==> src/rtl/bist_sequencer.sv <==
// bist_sequencer: start-triggered, abortable BIST session controller.
// Seeds the LFSR/MISR, steps them for PATTERNS cycles and then compares the
// final MISR signature against GOLDEN. It reports the result on done/pass.
//
// Control handshake: start_i and abort_i are level-sampled on each rising
// edge with no valid/ready pairing. start_i is honoured only in IDLE or DONE
// and is never queued. abort_i is honoured in every non-IDLE state and wins
// over start_i. There is no back-pressure path.
module bist_sequencer #(
  parameter int unsigned      PATTERNS = 63,
  parameter int unsigned      CNT_W    = 6,
  parameter int unsigned      SIG_W    = 3,
  parameter logic [SIG_W-1:0] GOLDEN   = 3'b101
) (
  input  logic             clk_i,
  input  logic             rst_ni,
  input  logic             start_i,
  input  logic             abort_i,
  input  logic [SIG_W-1:0] sig_i,
  output logic             tm_o,
  output logic             gen_clr_o,
  output logic             gen_en_o,
  output logic             misr_en_o,
  output logic             busy_o,
  output logic             done_o,
  output logic             pass_o,
  output logic [CNT_W-1:0] pat_cnt_o,
  output logic [2:0]       state_o
);

  typedef enum logic [2:0] {
    S_IDLE  = 3'd0,
    S_INIT  = 3'd1,
    S_RUN   = 3'd2,
    S_CHECK = 3'd3,
    S_DONE  = 3'd4
  } state_e;

  // Count value seen on the last RUN edge. With PATTERNS = 2^CNT_W the
  // counter then naturally wraps to 0 when it moves into CHECK.
  localparam logic [CNT_W-1:0] LAST_CNT = CNT_W'(PATTERNS - 1);

  state_e           state_q;
  logic [CNT_W-1:0] pat_cnt_q;
  logic [CNT_W-1:0] pat_cnt_d;
  logic             done_q;
  logic             pass_q;

  assign pat_cnt_d = pat_cnt_q + CNT_W'(1);

  // Session FSM: state, pattern counter and the sticky done/pass flags.
  always_ff @(posedge clk_i or negedge rst_ni) begin
    if (!rst_ni) begin
      state_q   <= S_IDLE;
      pat_cnt_q <= '0;
      done_q    <= 1'b0;
      pass_q    <= 1'b0;
    end else begin
      case (state_q)
        S_IDLE: begin
          if (start_i && !abort_i) begin
            state_q   <= S_INIT;
            pat_cnt_q <= '0;
            done_q    <= 1'b0;
            pass_q    <= 1'b0;
          end
        end
        S_INIT: begin
          pat_cnt_q <= '0;
          done_q    <= 1'b0;
          pass_q    <= 1'b0;
          state_q   <= abort_i ? S_IDLE : S_RUN;
        end
        S_RUN: begin
          // The pattern of this cycle has been applied even if we abort,
          // so the count always advances; an abort then freezes it.
          pat_cnt_q <= pat_cnt_d;
          if (abort_i) begin
            state_q <= S_IDLE;
          end else if (pat_cnt_q == LAST_CNT) begin
            state_q <= S_CHECK;
          end
        end
        S_CHECK: begin
          if (abort_i) begin
            state_q <= S_IDLE;
          end else begin
            pass_q  <= (sig_i == GOLDEN);
            done_q  <= 1'b1;
            state_q <= S_DONE;
          end
        end
        S_DONE: begin
          if (abort_i) begin
            state_q <= S_IDLE;
            done_q  <= 1'b0;
            pass_q  <= 1'b0;
          end else if (start_i) begin
            state_q   <= S_INIT;
            pat_cnt_q <= '0;
            done_q    <= 1'b0;
            pass_q    <= 1'b0;
          end
        end
        default: begin
          state_q <= S_IDLE;
          done_q  <= 1'b0;
          pass_q  <= 1'b0;
        end
      endcase
    end
  end

  // Moore decode of the control strobes from the state register alone.
  always_comb begin
    tm_o      = 1'b0;
    gen_clr_o = 1'b0;
    gen_en_o  = 1'b0;
    misr_en_o = 1'b0;
    busy_o    = 1'b0;
    case (state_q)
      S_INIT: begin
        tm_o      = 1'b1;
        gen_clr_o = 1'b1;
        busy_o    = 1'b1;
      end
      S_RUN: begin
        tm_o      = 1'b1;
        gen_en_o  = 1'b1;
        misr_en_o = 1'b1;
        busy_o    = 1'b1;
      end
      S_CHECK: begin
        tm_o   = 1'b1;
        busy_o = 1'b1;
      end
      default: begin
        tm_o = 1'b0;
      end
    endcase
  end

  assign done_o    = done_q;
  assign pass_o    = pass_q;
  assign pat_cnt_o = pat_cnt_q;
  assign state_o   = state_q;

endmodule

==> config.mk <==
export PLATFORM = sky130hd
export DESIGN_NAME = bist_sequencer
export DESIGN_NICKNAME = d
export VERILOG_FILES = /design/src/rtl/bist_sequencer.sv
export SDC_FILE = /design/constraint.sdc
export NUM_CORES = 1
export LEC_CHECK = 0
export BUFFER_PORTS_ARGS = -buffer_cell sky130_fd_sc_hd__buf_4
export CELL_PAD_IN_SITES_DETAIL_PLACEMENT = 1
export CELL_PAD_IN_SITES_GLOBAL_PLACEMENT = 1
export CORE_UTILIZATION = 37
export DETAILED_ROUTE_END_ITERATION = 12
export GPL_TIMING_DRIVEN = 0
export MAX_ROUTING_LAYER = met4
export PLACE_DENSITY_LB_ADDON = 0.08
export SYNTH_ARGS = -nofsm -noshare
export SYNTH_HDL_FRONTEND = slang
export SYNTH_SLANG_ARGS = --single-unit
==> constraint.sdc <==
create_clock -name clk_i -period 2.21 [get_ports clk_i]
set_input_delay 0.221 -clock clk_i [delete_from_list [all_inputs] [get_ports clk_i]]
set_output_delay 0.221 -clock clk_i [all_outputs]
set_load 0.02 [all_outputs]
==> out/results.ini, run 1 <==
[outcome]
status=finished, violations left
violations_in_the_final_reports=design-rule violations

[floorplan]
core_area_um2=1560
dieWidth_um=43.7
floorplan.initialDensity_pct=41.3
die_area_um2=1910
num_rows=14
io-pin-count=23
floorplan.die.height_um=43.7

[synth]
synth-main-ff-cell=dfrtp_1
synth.yosys.seq_area_share_pct=42.7
async_set_or_reset_flop_fraction_in_the_synthesized_netlist_pct=100
syn_area_um2=644
synth_top_area_share_pct=42.7
number_of_flops_mapped_to_enable_cells_by_yosys=0
synth_largest_area_cell=dfrtp_1
yosysWarningCount=0
synth_area_per_cell_um2=9.48
syn-num-nets=77
netlist-cell-type-count=32
post_synth_inst_count=68
ranking_of_synthesized_cells_by_area=dfrtp_1 (43%), ha_1 (3.9%), nor3_1 (3.1%)
synth-seq-cells=11

[critical_path]
cp_cell_sequence=or3b_1 > inv_2 > buf_4 > buf_4
critical_path.endpoint_type=primary output
crit_required_ns=1.99
critical-path-top-cell-by-count=buf_4
cp_slowest_stage_delay_ns=0.49
slowest_stage=or3b_1
worstPathMaxFanout=7
worst-endpoint-arrival_ns=1.60
start_kind=flip-flop
worstSetupPathType=flip-flop to primary output

[global_route]
gr-usage-all-layers_pct=21.0
global_route_congestion_overflow_total=0
first_pass_grt_wire_length_um=2660
first_global_vias=562
grt_start_max_net_pins=12
antenna_found_initial=0

[placement]
io_buffers=22
routabilityCongestion=0.734
dp_hpwl_um=1180

[cells_and_area]
mostFrequentLayoutCells=buf_4 (24), dfrtp_1 (11), o21ai_0 (4), nor3_1 (4)
final_common_cell=buf_4
utilization_pct=55.5
synthToLayoutAreaGrowth_pct=34.4
n_antenna_cell=0
finish.net_count=105
drive_gt1_share_pct=32.6

[clocking]
clkSinkCount=11
cts-root-buf=clkbuf_4
cts_tree=yes
clk_path_buf_depth=2
cts_max_level=1
cts_resized=0
insertion_delay_to_the_later_sink_of_the_worst_skew_pair_ns=0.27
number_of_buffers_created_by_cts=3
clk_transition_reported_paths_ns=0.07

[power]
p_leak_nw=0.439
pwr_density_cell_nw_per_um2=664
vdd.ir_drop.worst_uv=401

[timing]
timing.final.hold_violations=0
period_needed_ns=1.82
slew_headroom_pct=70.7
upper_clock_frequency_limit_mhz=550
final_slew_violations=0
hold_slack_ns=0.166
max_slew.worst_pin.slew_ns=0.439
fin_crit_share_pct=82.3
setup-tns-final_ns=0
timing.clock.skew_ns=0.00249
unrepaired_setup_endpoints_after_global_routing=no
setup_viol_count_final=0

[detailed_routing]
route.detailed.vias_per_inst=5.60
first_pass_iters=8
route.detailed.drc=2
final_antenna_net_count=0
route.vias.total=622
avgRoutedWirePerCell_um=14.2
drt_first_iter_violations=5
drt-total-wl_um=1570

[job]
timing.max_cap.violations=0

[min_path]
timing.hold.worst.class=input port to flip-flop

==> registers in the layout, summed over array words and instances (netlist names) <==
name,cells
state_o,3
pass_o,1
done_o,1
pat_cnt_o,6
==> per-layer routing <==
metal / vias up / part of all wire (%) / GRT usage, %
met5: - / 0 / -
met4: 0 / 2.3 / 11.3
met3: 4 / 5.0 / 7.50
met2: 15 / 45 / 30.4
met1: 300 / 48 / 25.4
li1: 303 / - / -
==> Yosys cell counts (2+ instances only) <==
cell	count
a211o_1	2
a21oi_1	3
a22oi_1	2
buf_4	2
clkbuf_1	2
dfrtp_1	11
ha_1	2
inv_1	3
nand2_1	3
nand3_1	3
nand4b_1	2
nor2_1	3
nor2b_1	3
nor3_1	4
nor4_1	2
o21ai_0	4
xnor2_1	2
==> cell type report <==
cell class | count | area, um2
buffer | 5 | 27.5
clock buffer | 4 | 26.3
fill | 189 | 693
inverter | 4 | 15.0
multi-input combinational | 48 | 327
sequential | 11 | 275
tap | 16 | 20.0
timing repair buffer | 23 | 175
==> where the power goes <==
group / switching (mW) / total (mW) / internal, mW
sequential: 0.0272 / 0.248 / 0.221
clock: 0.0670 / 0.137 / 0.0701
combinational: 0.107 / 0.190 / 0.0829
==> critical path, delay by kind of cell, from the launching register on <==
family,cells,cell delay (ns)
buf+inv,3,0.40
simple gates,1,0.49
flops,1,0.43
==> cells by family (layout without fill, tap and decap cells) <==
logic type	Yosys count	in the layout	share of synthesized area, %
adder cells (fa/ha/maj)	2	2	3.88
flip-flops	11	11	42.7
buffers and inverters	9	36	6.60
AND/OR/NAND/NOR	26	26	24.1
XOR/XNOR	2	2	2.72
AO/OA/AOI/OAI	18	18	20.0
==> timing repair <==
item	CTS	global route
hold buffers	1	0
setup buffers	0	0
hold endpoints to repair	11	0
==> path summary, 6_finish.rpt <==
check	from	end	slack, ns	cells after the start
hold / removal	abort_i	state_o[2]	0.17	2
setup / recovery	state_o[0]	misr_en_o	0.39	4
max in group asynchronous	rst_ni	done_o	1.74	2
min in group asynchronous	rst_ni	pat_cnt_o[0]	0.32	2
setup reg to reg	state_o[0]	pat_cnt_o[3]	0.66	3
hold reg to reg	pass_o	pass_o	0.54	2
==> metrics by stage <==
step / area, um2 / worst slack, ns / cells / power [mW]
finish: 866 / 0.391 / 111 / 0.575
global route: 866 / 0.301 / 111 / 0.612
CTS: 866 / 0.369 / 111 / 0.585
detailed placement: 830 / 0.675 / 106 / 0.443
global placement: 830 / 0.694 / 106 / 0.437
floorplan: 644 / 0.606 / 68 / 0.359
No activity file was read; power rests on OpenSTA's default activity.
==> inputs of run 2 (changes only) <==
Settings changed: ABC_AREA from default to 1, CORE_UTILIZATION 37 to 30.
Clock period 2.21 ns to 1.6 ns, I/O delays scaled along.
==> out/results.ini, run 2 <==
[synth]
number_of_flops_mapped_to_enable_cells_by_yosys=0  ; unchanged
synthTopCellsByCount=nand2_1 (34), dfrtp_1 (11), inv_1 (11), nand3_1 (7), nor2_1 (5)
yosysWarningCount=0  ; unchanged
synth-main-ff-cell=dfrtp_1
syn_area_um2=668  ; +3.7%
synth.yosys.seq_area_share_pct=41.2  ; -1.5 points
synth_top_area_share_pct=41.2  ; -1.5 points
synth_largest_area_cell=dfrtp_1
async_set_or_reset_flop_fraction_in_the_synthesized_netlist_pct=100  ; unchanged
post_synth_inst_count=92  ; +35%
synth-seq-cells=11  ; unchanged
syn-num-nets=101  ; +31%
netlist-cell-type-count=21  ; -34%
synth_most_common_cell=nand2_1
synth_area_per_cell_um2=7.26  ; -23%
ranking_of_synthesized_cells_by_area=dfrtp_1 (41%), nand2_1 (19%), inv_1 (6.2%)

[cells_and_area]
utilization_pct=44.8  ; -11 points
synthToLayoutAreaGrowth_pct=35.6
final_common_cell=nand2_1
drive_gt1_share_pct=31.4  ; -1.3 points
n_antenna_cell=0  ; unchanged
mostFrequentLayoutCells=nand2_1 (34), buf_4 (23), dfrtp_1 (11)
finish.net_count=128  ; +22%
final_cell_count_no_fill=145  ; +31%
largest_register_ff_count=6  ; unchanged

[critical_path]
crit-reg2reg-launch=pat_cnt_o[0]
reg2regPathDepth=4  ; +1
crit_required_ns=1.44  ; -0.55 ns
start_kind=flip-flop
critical_path.endpoint_type=primary output
worstPathMaxFanout=6  ; -1
timing.rr.end=pat_cnt_o[1]
worst_case_register_to_register_setup_slack_ns=0.40  ; -0.26 ns
worst-endpoint-arrival_ns=1.36  ; -0.24 ns
worstSetupPathType=flip-flop to primary output

[global_route]
global_route_congestion_overflow_total=0  ; unchanged
grt_start_max_net_pins=12  ; unchanged
first_global_vias=634  ; +13%
gr-usage-all-layers_pct=16.7  ; -4.3 points
first_pass_grt_wire_length_um=2980  ; +12%
antenna_found_initial=0  ; unchanged

[power]
vdd.ir_drop.worst_uv=625  ; +56%
pwr_density_cell_nw_per_um2=1510  ; +130%
p_leak_nw=0.511  ; +16%

[job]
timing.max_cap.violations=0  ; unchanged

[floorplan]
core_area_um2=2020  ; +30%
io-pin-count=23  ; unchanged
num_rows=16  ; +2
floorplan.initialDensity_pct=33.0  ; -8.3 points
die_area_um2=2420  ; +27%
dieWidth_um=49.2  ; +12%
floorplan.die.height_um=49.2  ; +12%

[timing]
final_slew_violations=0  ; unchanged
max_slew.worst_pin.slew_ns=0.300  ; -0.139 ns
slew_headroom_pct=79.8  ; +9.1 points
fin_crit_share_pct=95.0
setup-tns-final_ns=0  ; unchanged
timing.clock.skew_ns=0.00392  ; +0.00144 ns
setup_viol_count_final=0  ; unchanged
period_needed_ns=1.52
timing.final.hold_violations=0  ; unchanged
upper_clock_frequency_limit_mhz=658
unrepaired_setup_endpoints_after_global_routing=no

[detailed_routing]
drt-total-wl_um=1740  ; +11%
avgRoutedWirePerCell_um=12.0  ; -15%
route.detailed.vias_per_inst=4.60  ; -18%
drt_first_iter_violations=9  ; +4
first_pass_iters=3  ; -5
route.vias.total=667  ; +7.2%
route.detailed.drc=0  ; -2
final_antenna_net_count=0  ; unchanged

[clocking]
number_of_buffers_created_by_cts=3  ; unchanged
insertion_delay_to_the_later_sink_of_the_worst_skew_pair_ns=0.27  ; about the same
clk_path_buf_depth=2  ; unchanged
cts_max_level=1  ; unchanged
clkSinkCount=11  ; unchanged
cts-root-buf=clkbuf_4
clk_transition_reported_paths_ns=0.07  ; about the same
cts_tree=yes

[min_path]
timing.hold.worst_endpoint=state_o[2]
timing.hold.worst.class=input port to flip-flop
number_of_cells_on_the_worst_hold_path=2  ; unchanged
timing.hold.worst.start=start_i

[placement]
post-place-cells=140  ; +32%
routabilityCongestion=0.733  ; -0.11%
io_buffers=21  ; -4.5%
dp_hpwl_um=1310  ; +11%

[outcome]
status=complete, no violations

[run 2: cell count changes in the layout (fill, tap and decap cells not counted), moves of 3 or more]
cell,delta
o21ai_0,-3
nor3_1,-3
nand2_1,+31
nand3_1,+4
nand4_1,+3
inv_1,+7
nor2b_1,-3
[run 2: worst max-delay path by stage]
stage | start | endpoint | slack, ns | cells after the start
floorplan | state_o[0] | tm_o | 0.24 | 3
global placement | state_o[2] | misr_en_o | 0.26 | 5
global route | state_o[1] | tm_o | 0.004 | 4
CTS | state_o[2] | misr_en_o | 0.02 | 5
detailed placement | state_o[2] | misr_en_o | 0.22 | 5
finish | state_o[0] | tm_o | 0.08 | 4
[run 2: critical path: stages, from the launching register on]
cell,delay (ns)
dfrtp_1,0.46
nor2_2,0.25
nor2_1,0.09
buf_4,0.14
buf_4,0.15
[run 2: power breakdown]
group | internal (mW) | total [mW] | leakage [nW] | switching [mW]
clock | 0.0967 | 0.202 | 0.0150 | 0.106
combinational | 0.295 | 0.740 | 0.346 | 0.445
sequential | 0.331 | 0.422 | 0.150 | 0.0919
[run 2: through the flow]
step	area (um2)	hold WS, ns	setup WS (ns)	total power [mW]
after floorplan	668	-0.136	0.244	0.872
after global placement	860	0.00871	0.256	1.14
after detailed placement	860	0.0111	0.223	1.16
after CTS	898	0.0596	0.0216	1.37
after global routing	906	0.0680	0.00381	1.47
final	906	0.0673	0.0806	1.36
[run 2: cell type report]
cell class	instances	area, um2
Buffer	3	20.0
Timing Repair Buffer	22	168
Tap cell	27	33.8
Sequential cell	11	275
Clock buffer	4	26.3
Multi-Input combinational cell	64	328
Inverter	14	55.1
Fill cell	271	1120
[run 2: metal layers]
metal / GRT usage, % / wire length (um) / vias to the layer above
met5: - / 0 / -
met4: 8.82 / 40 / 0
met3: 1.87 / 49 / 5
met2: 25.1 / 789 / 12
met1: 22.0 / 861 / 312
li1: - / - / 338
[run 2: logic make-up (layout without fill, tap and decap cells)]
logic type	after synthesis	after routing	synth area share (%)
buffers and inverters	17	43	10.9
AO/OA/AOI/OAI	4	4	3.74
flip-flops	11	11	41.2
XOR/XNOR	1	1	1.31
AND/OR/NAND/NOR	57	57	39.1
adder cells (fa/ha/maj)	2	2	3.74
[run 2: timing repair]
action	CTS	global route
resized for setup	2	1
hold endpoints to repair	11	0
hold buffers	1	0
setup buffers	0	0
setup endpoints to repair	2	1
